`src/rtl/bist_scheduler.sv`:
```
// bist_scheduler: shares one BIST controller among N_CORES cores.
// Round-robin grant, one-cycle start pulse, signature check against the
// per-core golden value, sticky watchdog error. All outputs are registered.
module bist_scheduler #(
   parameter int N_CORES = 4,
   parameter int SIG_W   = 16,
   parameter int TIMEOUT = 1023,
   localparam int CORE_W = $clog2(N_CORES),
   localparam int TMR_W  = $clog2(TIMEOUT + 1)
) (
   input  logic                     clk,
   input  logic                     reset,
   input  logic [N_CORES-1:0]       req,
   input  logic [N_CORES*SIG_W-1:0] gold_sig,
   input  logic                     bist_end,
   input  logic [SIG_W-1:0]         misr_sig,
   output logic                     bist_start,
   output logic [CORE_W-1:0]        bist_sel,
   output logic [N_CORES-1:0]       grant,
   output logic [N_CORES-1:0]       done,
   output logic [N_CORES-1:0]       pass,
   output logic                     busy,
   output logic                     timeout_err
);

   typedef enum logic [1:0] {IDLE, START, WAIT, CHECK} state_t;

   state_t            state;
   logic [CORE_W-1:0] last;
   logic [CORE_W-1:0] pick;
   logic [TMR_W-1:0]  timer;
   logic [SIG_W-1:0]  captured;

   // Round-robin pick: first requesting core after the last one served.
   // Scanning from the far end lets the nearest candidate overwrite the rest.
   always_comb begin
      pick = last;
      for (int unsigned i = N_CORES; i >= 1; i--) begin
         if (req[CORE_W'((32'(last) + i) % N_CORES)])
            pick = CORE_W'((32'(last) + i) % N_CORES);
      end
   end

   // Scheduler FSM; bist_sel doubles as the latched core index for the test.
   always_ff @(posedge clk or posedge reset) begin
      if (reset) begin
         state       <= IDLE;
         last        <= CORE_W'(N_CORES - 1);
         timer       <= '0;
         captured    <= '0;
         bist_start  <= 1'b0;
         bist_sel    <= '0;
         grant       <= '0;
         done        <= '0;
         pass        <= '0;
         busy        <= 1'b0;
         timeout_err <= 1'b0;
      end else begin
         done <= '0;
         unique case (state)
            IDLE: begin
               if (|req) begin
                  bist_sel <= pick;
                  grant    <= N_CORES'(1) << pick;
                  busy     <= 1'b1;
                  state    <= START;
               end
            end
            START: begin
               bist_start <= 1'b1;
               timer      <= '0;
               state      <= WAIT;
            end
            WAIT: begin
               bist_start <= 1'b0;
               if (bist_end) begin
                  captured <= misr_sig;
                  state    <= CHECK;
               end else if (timer == TMR_W'(TIMEOUT - 1)) begin
                  pass[bist_sel] <= 1'b0;
                  done[bist_sel] <= 1'b1;
                  timeout_err    <= 1'b1;
                  grant          <= '0;
                  busy           <= 1'b0;
                  last           <= bist_sel;
                  state          <= IDLE;
               end else begin
                  timer <= timer + 1'b1;
               end
            end
            CHECK: begin
               pass[bist_sel] <= (captured == gold_sig[bist_sel*SIG_W +: SIG_W]);
               done[bist_sel] <= 1'b1;
               grant          <= '0;
               busy           <= 1'b0;
               last           <= bist_sel;
               state          <= IDLE;
            end
            default: state <= IDLE;
         endcase
      end
   end

endmodule

```
`config.mk`:
```
export PLATFORM = sky130hd
export DESIGN_NAME = bist_scheduler
export DESIGN_NICKNAME = d
export VERILOG_FILES = /design/src/rtl/bist_scheduler.sv
export SDC_FILE = /design/constraint.sdc
export NUM_CORES = 1
export LEC_CHECK = 0
export ABC_AREA = 1
export CAP_MARGIN = 15
export CORE_ASPECT_RATIO = 1.5
export CORE_MARGIN = 2
export CORE_UTILIZATION = 50
export DETAILED_ROUTE_END_ITERATION = 12
export HOLD_SLACK_MARGIN = 0.1
export PLACE_DENSITY = 0.86
export SLEW_MARGIN = 30
export SYNTH_ARGS = -nofsm -noshare
export SYNTH_HDL_FRONTEND = slang
export SYNTH_SLANG_ARGS = --single-unit
```
`constraint.sdc`:
```
create_clock -name clk -period 2.6 [get_ports clk]
set_input_delay 0.52 -clock clk [delete_from_list [all_inputs] [get_ports clk]]
set_output_delay 0.52 -clock clk [all_outputs]
set_load 0.005 [all_outputs]
```
Yosys cells after proc, flatten, opt, wreduce, memory -nomap -nowiden

Index checks and enable logic that the tools add are counted.
W data, S select, Z words.

Add/sub/neg operators: 5
Multiply operators: 0
Div/mod/pow operators: 0
Magnitude comparators: 6
Eq/ne operators: 10
Shift operators: 2
Muxes and demuxes: 40
Bitwise operators: 3
Reduce and logical (&&, ||, !) cells: 13

Operator list:

| cell                    | number |
|---|---|
| $shiftx A64 B7 Y16      | 1 |
| $mux W4                 | 7 |
| $mux W10                | 2 |
| $pmux W10 S2            | 1 |
| $mux W2                 | 9 |
| $eq A16 B16 Y1          | 1 |
| $pmux W4 S2             | 2 |
| $lt A2 B3 Y1 const B    | 5 |
| $pmux W4 S3             | 1 |
| $add A10 B1 Y10 const B | 1 |
| $eq A10 B10 Y1 const B  | 1 |
| $reduce_and A3 Y1       | 3 |
| $bmux W1 S2             | 4 |
| $mux W1                 | 8 |
| $ne A2 B2 Y1 const B    | 4 |
| $pmux W2 S4             | 1 |
| $reduce_and A2 Y1       | 3 |
| $add A2 B1 Y2 const B   | 2 |
| $add A2 B2 Y2 const B   | 2 |
| $and A4 B4 Y4           | 1 |
| $bwmux W4               | 1 |
| $eq A2 B2 Y1 const B    | 2 |
| $not A4 Y4              | 1 |
| $pmux W2 S2             | 1 |
| other kinds (14)        | 15 |

Flip-flop bits (word level): 47
Bits in latches: 0
Bits in writable memories: 0
ROM bits: 0
Input port bits: 87
Word-level logic and storage cells: 90
Memories kept: 0

Depth between registers and ports, before layout

Gate-level depths: netlist (run 1).

Word-level depth: 10
Gate-level depth with buffers: 14
Mapped depth without buffers: 12

Worst setup path before layout (run 1)

OpenSTA, ideal clock, no wires.

Path kind: reg2reg
Start point: register state[0]
End point: register timer[9]
Arrival: 1.617 ns
Required time: 2.479 ns
Slack: 0.862 ns
Stages on the path, launching flop included: 11
Buffers on the path: 0
Clock period less this slack: 1.738 ns
Cell sequence: dfrtp_1 inv_1 ha_1 nand2_1 inv_1 nor2_1 nand2_2 nor2_1 nand3_1 o21ai_0 nor2_1

Word-level cells in the longest chain between the ends: 3

RTL lines:

| element                                                             | line | text |
|---|---|---|
| start, declared                                                     | 28   | `state_t state;` |
| start signal, assigned                                              | 47   | `state <= IDLE;` |
| start signal, assigned                                              | 66   | `state <= START;` |
| start signal, assigned                                              | 72   | `state <= WAIT;` |
| $eq A2 B2 Y1 or $eq A2 B1 Y1 (tied branches)                        | 60   | `unique case (state)` |
| $ne A2 B2 Y1 (no source line) or $reduce_bool A2 Y1 (tied branches) | -    |  |
| $reduce_and A3 Y1 (no source line)                                  | -    |  |
| end signal, assigned                                                | 88   | `timer <= timer + 1'b1;` |
| end, declared                                                       | 31   | `logic [TMR_W-1:0] timer;` |

Parallel ways exist; a longest one is shown, timed or not.
A chain may end at the register's enable or synchronous reset.

Final worst setup path (run 1)

Start point: register bist_sel[1]
End point: output port bist_sel[1]

RTL lines:

| element                | line | text |
|---|---|---|
| start, declared        | 18   | `output logic [CORE_W-1:0] bist_sel,` |
| start signal, assigned | 63   | `bist_sel <= pick;` |

No word-level cell between the ends.

==> results of run 1 <==
## power by group
part,internal (W),switching [W],total [W],leakage (nW)
sequential,0.000974,0.000174,0.00115,0.599
combinational,0.000873,0.00146,0.00234,1.60
clock,0.000189,0.000237,0.000427,0.0422
## how the worst max path moves through the flow
stage / cells past startpoint / endpoint / slack (ps) / from
floorplan: 10 / timer[9] / 860 / state[0]
global placement: 9 / timer[9] / 580 / bist_end
detailed placement: 9 / grant[3] / 530 / req[0]
CTS: 1 / bist_sel[1] / 510 / bist_sel[1]
global route: 10 / timer[9] / 420 / state[0]
finish: 1 / bist_sel[1] / 510 / bist_sel[1]
## metal layers
metal  wire length (um)  vias to the layer above  part of all wire
met5                  0                        -                 0
met4                147                        0             0.018
met3                442                       17             0.055
met2               4120                      103              0.51
met1               3380                     1521              0.42
li1                   -                     1759                 -
## Yosys cell counts
cell      count  area, sq um
dfrtp_1      45         1130
nor2_1       35          131
xor2_1        1         8.76
dfstp_2       2         52.6
nor3_4        1         16.3
buf_2         5         25.0
inv_4         1         6.26
o21a_1        1         7.51
inv_1        51          191
clkbuf_1      3         11.3
nand4_1       1         6.26
ha_1          7         87.6
a21oi_1       4         20.0
nor3_1        7         35.0
nand3b_1      1         7.51
buf_6         4         45.0
buf_1         2         7.51
nand3_1      35          175
buf_4         1         7.51
o22ai_1       1         6.26
nand2_2       1         6.26
a31oi_1       2         12.5
nand2_1     250          938
o21ai_0      33          165
or2_2         1         6.26
nor2_4        1         11.3
nor2_2        1         6.26
nor4_1        1         6.26
nand2b_1      1         6.26
o31ai_1       4         30.0
inv_2         2         7.51
## worst min-delay path, delay by kind of cell, from the launching register on
kind          cells  cell delay [ps]
flops             1              360
simple gates      1               60
buf+inv           1               50
## through the flow
step | setup slack (ps) | util | total power [W] | instance area (sq um)
2_1_floorplan | 862 | - | 0.00287 | 3170
3_3_place_gp | 580 | 0.693 | 0.00340 | 4250
3_5_place_dp | 531 | 0.693 | 0.00350 | 4250
4_1_cts | 509 | 0.706 | 0.00393 | 4330
5_1_grt | 425 | 0.706 | 0.00437 | 4330
6_report | 515 | 0.706 | 0.00391 | 4330
## flip-flops by register name, summed over array words and instances, names as in the netlist
| name | count |
|---|---|
| captured | 16 |
| timer | 10 |
| done | 4 |
| grant | 4 |
| pass | 4 |
| bist_sel | 2 |
| last | 2 |
| state | 2 |
| bist_start | 1 |
| busy | 1 |
| timeout_err | 1 |
## final cells by class
cell class / count / share of cell area
multi-input combinational: 389 / 0.390
timing repair buffer: 108 / 0.250
clock buffer: 7 / 0.0176
inverter: 54 / 0.0474
tap: 74 / 0.0214
sequential: 47 / 0.272
clock inverter: 1 / 0.00116
## cell families after synthesis
group	count (synthesis)	synth area share
XOR/XNOR	1	0.00276
adder cells (fa/ha/maj)	7	0.0276
AO/OA/AOI/OAI	45	0.0762
flip-flops	47	0.372
AND/OR/NAND/NOR	336	0.427
buffers and inverters	69	0.0951
==> metrics.cfg, run 1 <==
[pwr]
irDropWorstVdd_uv=636
p_leak_nw=2.24
p_per_area_nw_per_um2=903

[timing]
fin_setup_tns_ps=0
slew_viol_final=0
worst_pin_slew_ps=506
hold_ws_ps=491
slew_headroom=0.663
max_freq_mhz=480
fin_skew_ps=2.63
rsz0062_at_grt=false
min_period_ps=2090
hold_violations=0
setup_violations=0
fin_crit_sh=0.802

[grt]
overflow=0
gr-usage-met2=0.434
gr-usage-met3=0.0507
grt_pass1_vias=3208
top_usage_layer=met2
antenna_found_initial=0
grt_first_pass_wirelength_mm=13.8
grt_max_degree=48
grt_use_total=0.238
grtUsageMet1=0.278

[logic_synthesis]
synth_area_sq_um=3170
yosys_warnings=0
synth_cells=505
ys_seq_area_frac=0.372
synth_cell_type_count=31
syn_nets=599
avgSynthCellArea_sq_um=6.28
ys_ff_latch=47

[worst_hold_path]
worstHoldStart=timeout_err
worst_hold_path_type=register to register
hold_depth=2
whs_endpoint=timeout_err

[setup_path]
worst-setup-path-type=register to primary output
cpMaxStageDelayCell=dfrtp_1
path_cells=clkdlybuf4s50_1
r2r_slack_ps=610
critPathLaunchType=register
crit_family=flip-flops
endpoint_kind=primary output
regToRegEndpoint=timer[9]
cp.required_ps=2080
reg2reg_from=state[0]
worstPathMaxFanout=13
worst-path-buf-inv=1
max_stage_delay_ps=660
critPathArrivalTime_ps=1570
r2r_cells=10

[run]
maxCapViolCount=0

[floorplanning]
fp-row-count=35
initial_core_util=0.517
die_w_um=69.0
fp.dieArea_sq_um=7010
die_h_um=102
coreArea_sq_um=6130
pin_count=104

[clock_network]
clkSinkCount=47
cts_tree=done
cts_buffers=5
cts_max_path_buffers=2
cts_resized=0
cts.reportedPaths.clkPinSlew_ps=80
cts_setup_buffers=0
root_buffer=clkbuf_8
hold_buffers=0
ctsHtreeMaxLevel=2
worstSkewPairLatency_ps=300

[placed_design]
io_buffers=103
hpwl_mm=6.19
placed_cells=672
place_congestion=0.902

[finish]
layout_common_cells=nand2_1, clkdlybuf4s50_1, inv_1
multi_input_area_sq_um=1690
final_common_cell=nand2_1
diodes=0
seq_area_sq_um=1180
drive_gt1_frac=0.0363
fin_cells=680
fillers=526
syn2layout_area_growth_pct=36.5
fin_nets=699

[routing]
firstDrtPassIters=4
drt_iter0_drc=165
routed_via_density=5.00
wl_per_cell_um=11.9
vias=3400
finalWirelength_mm=8.10
antenna_left=0
drc=0

[status]
status=completed

No activity file was read; power rests on OpenSTA's default activity.
==> run 2, diff against run 1 <==
Settings changed: CORE_UTILIZATION 50 to 42, PLACE_DENSITY 0.86 to 0.77.
Clock period 2.6 ns to 1.9 ns, I/O delays scaled along.
==> metrics.cfg, run 2 (synthesized netlist as in run 1, its figures left out) <==
[status]
status=completed  ; unchanged

[pwr]
power_w=0.00587  ; was 0.00391 W
power_frac_comb=0.590  ; was 0.597
internal_power_w=0.00320  ; was 0.00204 W
p_per_area_nw_per_um2=1300  ; was 903 nW/um^2
pwr-share-seq=0.262  ; was 0.294
switching_share=0.455  ; was 0.479
p_leak_nw=2.31  ; was 2.24 nW
p_switching_w=0.00267  ; was 0.00188 W
clock_power_share=0.149  ; was 0.109
irDropWorstVdd_uv=997  ; was 636 uV

[clock_network]
cts_tree=done  ; unchanged
root_buffer=clkbuf_8  ; unchanged
ctsHtreeMaxLevel=2  ; unchanged
cts.reportedPaths.clkPinSlew_ps=90  ; was 80 ps
worstSkewPairLatency_ps=300  ; about the same
hold_buffers=0  ; unchanged
cts_buffers=5  ; unchanged
cts_max_path_buffers=2  ; unchanged
clkSinkCount=47  ; unchanged

[finish]
drive_gt1_frac=0.0618  ; was 0.0363
fillers=659  ; was 526
layout_common_cells=nand2_1, clkdlybuf4s50_1, inv_1  ; unchanged
final_common_cell=nand2_1  ; unchanged
regMostFlops=captured  ; unchanged
syn2layout_area_growth_pct=42.1  ; was 36.5%
largest_reg_flops=16  ; unchanged
fin_nets=708  ; was 699
design_area_sq_um=4510  ; was 4330 sq um
reg_top3=captured (16), timer (10)  ; unchanged
diodes=0  ; unchanged

[routing]
finalWirelength_mm=8.53  ; was 8.10 mm
firstDrtPassIters=4  ; unchanged
drc=0  ; unchanged
drt_iter0_drc=91  ; was 165
routed_via_density=4.80  ; was 5.00
vias=3435  ; was 3,400
antenna_left=0  ; unchanged
wl_per_cell_um=11.9  ; about the same

[placed_design]
pre_cts_ws_ps=-27.7  ; was 531 ps
hpwl_mm=6.54  ; was 6.19 mm
place_area_sq_um=4310  ; was 4250 sq um
io_buffers=103  ; unchanged
place_congestion=0.859  ; was 0.902

[setup_path]
cp.required_ps=1520  ; was 2080 ps
critPathLaunchType=register  ; unchanged
endpoint_kind=primary output  ; unchanged
worst-setup-path-type=register to primary output  ; unchanged
worstPathMaxFanout=17  ; was 13
critPathArrivalTime_ps=1450  ; was 1570 ps

[timing]
setup_violations=0  ; unchanged
fin_skew_ps=8.46  ; was 2.63 ps
worst_slack_ps=71.0  ; was 515 ps
worst_pin_slew_ps=446  ; was 506 ps
hold_violations=0  ; unchanged
slew_headroom=0.702  ; was 0.663
min_period_ps=1830
fin_crit_sh=0.963
slew_viol_final=0  ; unchanged
max_freq_mhz=547

[floorplanning]
die_w_um=74.9  ; was 69.0 um
initial_core_util=0.436  ; was 0.517
fp.dieArea_sq_um=8270  ; was 7010 sq um
pin_count=104  ; unchanged
coreArea_sq_um=7270  ; was 6130 sq um
fp-row-count=38  ; was 35
die_h_um=110  ; was 102 um

[grt]
grt_max_degree=35  ; was 48
grt_use_total=0.215  ; was 0.238
overflow=0  ; unchanged
grt_pass1_vias=3393  ; was 3,208
antenna_found_initial=0  ; unchanged
grt_first_pass_wirelength_mm=14.2  ; was 13.8 mm

[run]
maxCapViolCount=0  ; unchanged

[worst_hold_path]
worst_hold_path_type=input pin to asynchronous set/reset pin  ; was register to register

run 2: cell types whose count changed in the layout (fill, tap and decap cells not counted), sizes merged:
cell      previous run  this run
bufinv               0         2
buf                  5        14
clkinvlp             0         1
clkinv               1         0
clkbuf               7         5
run 2: power groups by stage:
stage	clock network (W)	registers (W)	logic, W
global route	0.000935	0.00157	0.00399
CTS	0.000900	0.00154	0.00337
floorplan	0	0.00150	0.00243
detailed placement	0	0.00155	0.00331
global placement	0	0.00154	0.00319
finish	0.000872	0.00154	0.00346
run 2: layer usage:
| metal | vias to the layer above | track usage | share of wire |
|---|---|---|---|
| li1 | 1778 | - | - |
| met1 | 1561 | 0.232 | 0.40 |
| met2 | 84 | 0.400 | 0.53 |
| met3 | 12 | 0.0383 | 0.053 |
| met4 | 0 | 0.0702 | 0.014 |
| met5 | - | 0 | 0 |
run 2: final timing paths:
check                             from  slack (ps)     endpoint  depth (start not counted)
max in group asynchronous        reset        1000      done[0]                          3
hold reg to reg            timeout_err         480  timeout_err                          2
min in group clk           timeout_err         480  timeout_err                          2
hold / removal                   reset         410   bist_start                          2
setup reg to reg               last[0]         130     grant[1]                         11
setup / recovery           bist_sel[0]          70  bist_sel[0]                          2
run 2: critical path: stages (launching register included):
cell,delay (ps)
dfrtp_1,430
buf_6,200
clkdlybuf4s50_1,520
run 2: cell type report:
| class | instances | area [sq um] | area share |
|---|---|---|---|
| clock inverter | 3 | 67.6 | 0.0150 |
| inverter | 54 | 205 | 0.0455 |
| timing repair buffer | 117 | 1150 | 0.256 |
| tap | 100 | 125 | 0.0278 |
| clock buffer | 5 | 68.8 | 0.0153 |
| sequential | 47 | 1180 | 0.262 |
| multi-input combinational | 389 | 1710 | 0.379 |
run 2: timing repair:
action / in CTS / in global routing
pin swaps: 1 / 1
endpoints found under the setup margin: 3 / 9
setup buffers: 2 / 3
resized for setup: 0 / 8
hold endpoints to repair: 0 / 0
run 2: per-stage QoR:
stage | std cells | TNS, ps | utilization | hold slack, ps
after floorplan | 505 | 0 | - | 457
after global placement | 702 | 0 | 0.593 | 452
after detailed placement | 702 | -32.8 | 0.593 | 456
after CTS | 712 | 0 | 0.613 | 414
after global routing | 715 | -15.9 | 0.619 | 447
final | 715 | 0 | 0.619 | 408
